### src/rtl/onehot_pos_encoder.sv
// rtl/onehot_pos_encoder.sv - combinational one-hot legality check and bit-index encoder
//
// Purpose: reports whether exactly one bit of the input is set and, if so,
// the index of that bit.
// Ports:
//   pattern   in  W        sampled pattern
//   pos       out clog2(W) index of the set bit (highest set bit if not one-hot)
//   is_onehot out 1        exactly one bit set

module onehot_pos_encoder #(
  parameter  int W     = 8,
  localparam int POS_W = $clog2(W)
) (
  input  logic [W-1:0]     pattern,
  output logic [POS_W-1:0] pos,
  output logic             is_onehot
);

  always_comb begin
    pos = '0;
    for (int i = 0; i < W; i++) begin
      if (pattern[i]) begin
        pos = POS_W'(i);
      end
    end
  end

  // Non-zero and clearing the lowest set bit leaves nothing.
  assign is_onehot = (pattern != '0) && ((pattern & (pattern - 1'b1)) == '0);

endmodule

### config.mk
export PLATFORM = sky130hd
export DESIGN_NAME = onehot_pos_encoder
export DESIGN_NICKNAME = d
export VERILOG_FILES = /design/src/rtl/onehot_pos_encoder.sv
export SDC_FILE = /design/constraint.sdc
export NUM_CORES = 1
export LEC_CHECK = 0
export CORE_AREA = 2 2 39 41
export DETAILED_ROUTE_END_ITERATION = 12
export DIE_AREA = 0 0 41 43
export DONT_BUFFER_PORTS = 1
export SLEW_MARGIN = 30
export SYNTH_ARGS = -nofsm -noshare
export SYNTH_HDL_FRONTEND = slang
export SYNTH_SLANG_ARGS = --single-unit
### constraint.sdc
create_clock -name vclk -period 1
set_input_delay 0.1 -clock vclk [all_inputs]
set_output_delay 0.1 -clock vclk [all_outputs]
set_load 0.03 [all_outputs]
## Yosys cells after proc, flatten, opt, wreduce, memory -nomap -nowiden

Cells that the tools add are included.

| operators by class | value |
|---|---|
| $add $sub $neg | 1 |
| mux-type cells | 7 |
| bitwise operators | 1 |
| reduce and logical (&&, ||, !) cells | 3 |

Operator list:

| operator | number |
|---|---|
| $mux 3 | 6 |
| $and 8x8->8 | 1 |
| $logic_not 8->1 | 1 |
| $reduce_bool 8->1 | 1 |
| $sub 8x1->8 const B | 1 |
| $logic_and 1x1->1 | 1 |
| $mux 1 | 1 |

| storage, ports and cells | value |
|---|---|
| flip-flop bits (word level) | 0 |
| input port bits | 8 |
| word-level logic and storage cells | 12 |

## Depth between registers and ports, before layout

| depth | value |
|---|---|
| depth after elaboration | 7 |
| gate-level depth with buffers | 4 |
| mapped depth without buffers | 4 |

## Worst setup path after synthesis

OpenSTA, ideal clock, no wires.

| path | value |
|---|---|
| path type | input to output |
| start point | in pattern[1] |
| end point | out is_onehot |
| arrival time | 1,085 ps |
| data required time | 900 ps |
| slack | -185 ps |
| cell stages on the path | 4 |
| cells stage by stage | nor4_4 -> xor2_1 -> o41ai_1 -> o22a_1 |

| on the way | value |
|---|---|
| word-level cells in the longest chain between the ends | 4 |

Ends and longest elaborated chain:

| element | RTL line | RTL |
|---|---|---|
| start, declared | 14 | `input logic [W-1:0] pattern,` |
| $sub 8x1->8 | 29 | `assign is_onehot = (pattern != '0) && ((pattern & (pattern - 1'b1)) == '0);` |
| $and 8x8->8 | 29 |  |
| $logic_not 8->1 | 29 |  |
| $logic_and 1x1->1 * | 29 |  |
| end, declared | 16 | `output logic is_onehot` |

Mark *: on every way between the ends. The rest lies on a longest branch, timed or not.

## Worst setup path after layout

Same ends and word-level chain as after synthesis.

==> qor.csv <==
stage,metric,value,unit
sta,Final setup viols,1,
placement,gpl congestion,0.6658,
floorplanning,core area,0.001384,mm²
outcome,run status,"finished, violations left",
placement,Placed Instance Area,185.2,µm²
worst_hold_path,Min-Delay Path Class,input port to output port,
clocking,cts hold-fix bufs,0,
clocking,setup repair bufs after CTS,0,
sta,RSZ-0062 raised after global routing,true,
global_route,gr ovfl total,0,
synth,syn nets,31,
cells_and_area,# nets final,34,
power,Clk network pwr share,0,%
global_route,pin count of the biggest net entering global routing,7,
power,Cell Int Power,22.10,µW
power,Total Power,50.99,µW
cells_and_area,"Core Util, Final",13.92,%
power,largest vdd supply drop,0.06276,mV
critical_path,WS Path Type,input port to output port,
power,Net Sw Power,28.89,µW
synth,Syn Inst Count,23,
power,P_leak,0.00005871,µW
global_route,all-layer global routing usage,4.595,%
synth,sequential fraction of the synthesis area,0,%
routing,Pre-Repair DR Iteration Count,4,
sta,Period minus WS final,1.148,ns
cells_and_area,Sequential Area,0,µm²
floorplanning,die footprint,0.001763,mm²
critical_path,worst-path fanout max,3,
outcome,failing checks,negative setup slack,
run,max cap viols,0,
synth,Mean Syn Cell Area,6.800,µm²
synth,post-synth top area cell,nor4_4,
placement,dpl cells,40,
cells_and_area,most frequent cells in the layout,"nor2_1 (5), nand2b_1 (3), nand2_1 (2)",
routing,"antenna viol nets, final",0,
cells_and_area,Area Growth Syn to Fin,23.20,%
floorplanning,Initial Util,11.30,%
routing,final wirelength,426,µm
floorplanning,io pins,12,
cells_and_area,diode count,0,
synth,ranking of synthesized cells by area,"nor4_4 (14%), nand2b_1 (12%), nor2_1 (12%), a2111oi_2 (9.6%), maj3_1 (6.4%)",
cells_and_area,seq_cells,0,
power,part of the power in registers,0,%
sta,Slew headroom,79.80,%
synth,"Cell Area, Synth",156.4,µm²
synth,YS warnings,0,
power,P per Cell Area,264.6,mW/mm²
sta,fmax,0.8713,GHz
global_route,initial antenna violation count,0,
synth,synth unique cells,16,
critical_path,worst path required time,0.90,ns
sta,Final Cycle Share,114.8,%
routing,DR WL/cell,10.65,µm
cells_and_area,share of post-route cells with drive strength above 1,25.00,%
cells_and_area,"commonest non-fill, non-tap cell in the layout",nor2_1,
power,combinational share of power,100.0,%
routing,via/cell ratio,4.150,
floorplanning,row cnt,14,
cells_and_area,Final Instance Area,192.7,µm²
cells_and_area,clock buf count,0,
synth,Yosys top cell area share,13.60,%
routing,via count,166,
sta,fin. max-slew vios,0,
floorplanning,chip width,41,µm
sta,setup slack after layout,-0.1477,ns
placement,I/O Buffers,0,
critical_path,CP Launch Type,input port,
routing,Initial DRC Count,6,
sta,Final Hold Vio Count,0,
critical_path,crit end category,output port,
floorplanning,Die Y,43,µm
critical_path,WP data arrival,1.05,ns
routing,residual DRC count,0,
power,Switching Share,56.66,%
sta,Slew @ Worst Pin,0.3025,ns
cells_and_area,Finished Layout Cells,40,
global_route,vias in the first global route,141,
global_route,first-pass GRT wire length,607,µm
==> through the flow <==
stage          hold slack [ns]  setup slack, ns  setup TNS, ns
4_1_cts                 0.4245          -0.2060        -0.2060
6_report                0.4208          -0.1477        -0.1477
2_1_floorplan           0.4027          -0.1173        -0.1173
3_3_place_gp            0.4213          -0.1924        -0.1924
5_1_grt                 0.4340          -0.2661        -0.2661
3_5_place_dp            0.4243          -0.2079        -0.2079
==> synth_stat cells <==
cell,number
inv_2,1
nand2_1,2
inv_1,1
o22a_1,1
a21oi_1,1
a2111oi_2,1
nor2_1,5
nand4b_1,1
nor3_1,1
o21bai_1,1
nor4_4,1
o41ai_1,1
maj3_1,1
xor2_1,1
o21ai_0,1
nand2b_1,3
==> final cells by class <==
cell class / count / area [µm²]
Multi-Input combinational cell: 21 / 157.7
Timing Repair Buffer: 1 / 7.507
Fill cell: 161 / 1191
Tap cell: 16 / 20.02
Inverter: 2 / 7.507
==> power by group through the flow <==
| stage | logic [µW] | clock network, µW | registers (µW) |
|---|---|---|---|
| floorplan | 43.3 | 0 | 0 |
| detailed placement | 50.2 | 0 | 0 |
| CTS | 50.3 | 0 | 0 |
| finish | 51.0 | 0 | 0 |
| global placement | 50.3 | 0 | 0 |
| global route | 56.0 | 0 | 0 |
==> worst max-delay path, stage by stage <==
cell and delay (ns):
nor4_4 0.33, xor2_1 0.12, o41ai_2 0.22, o22a_2 0.27
==> what timing repair did <==
| action | 4_1_cts | 5_1_grt |
|---|---|---|
| gates resized for setup | 0 | 1 |
| endpoints found under the hold margin | 0 | 0 |
| endpoints found under the setup margin | 1 | 1 |
==> logic make-up (layout without fill, tap and decap cells) <==
family	count (synthesis)	count (layout)	share of synthesized area [%]
AOI/OAI and AO/OA	6	6	31.99
xor gates and xnor gates	1	1	5.601
buffers and inverters	2	3	4.795
and+or+nand+nor	13	13	51.20
adders and majority gates	1	1	6.400
==> layer usage <==
| layer | share of wire (%) | vias to the layer above | track usage, % |
|---|---|---|---|
| met5 | 0 | - | 0 |
| met4 | 0 | 0 | 0 |
| met3 | 21 | 0 | 2.618 |
| met2 | 35 | 11 | 5.625 |
| met1 | 44 | 69 | 7.278 |
| li1 | - | 86 | - |
==> final timing paths <==
kind              startpoint        end  slack, ns  depth (start not counted)
hold / removal    pattern[6]     pos[0]       0.42                          2
setup / recovery  pattern[1]  is_onehot      -0.15                          4
Note: power is estimated with default switching activity, not from simulation.
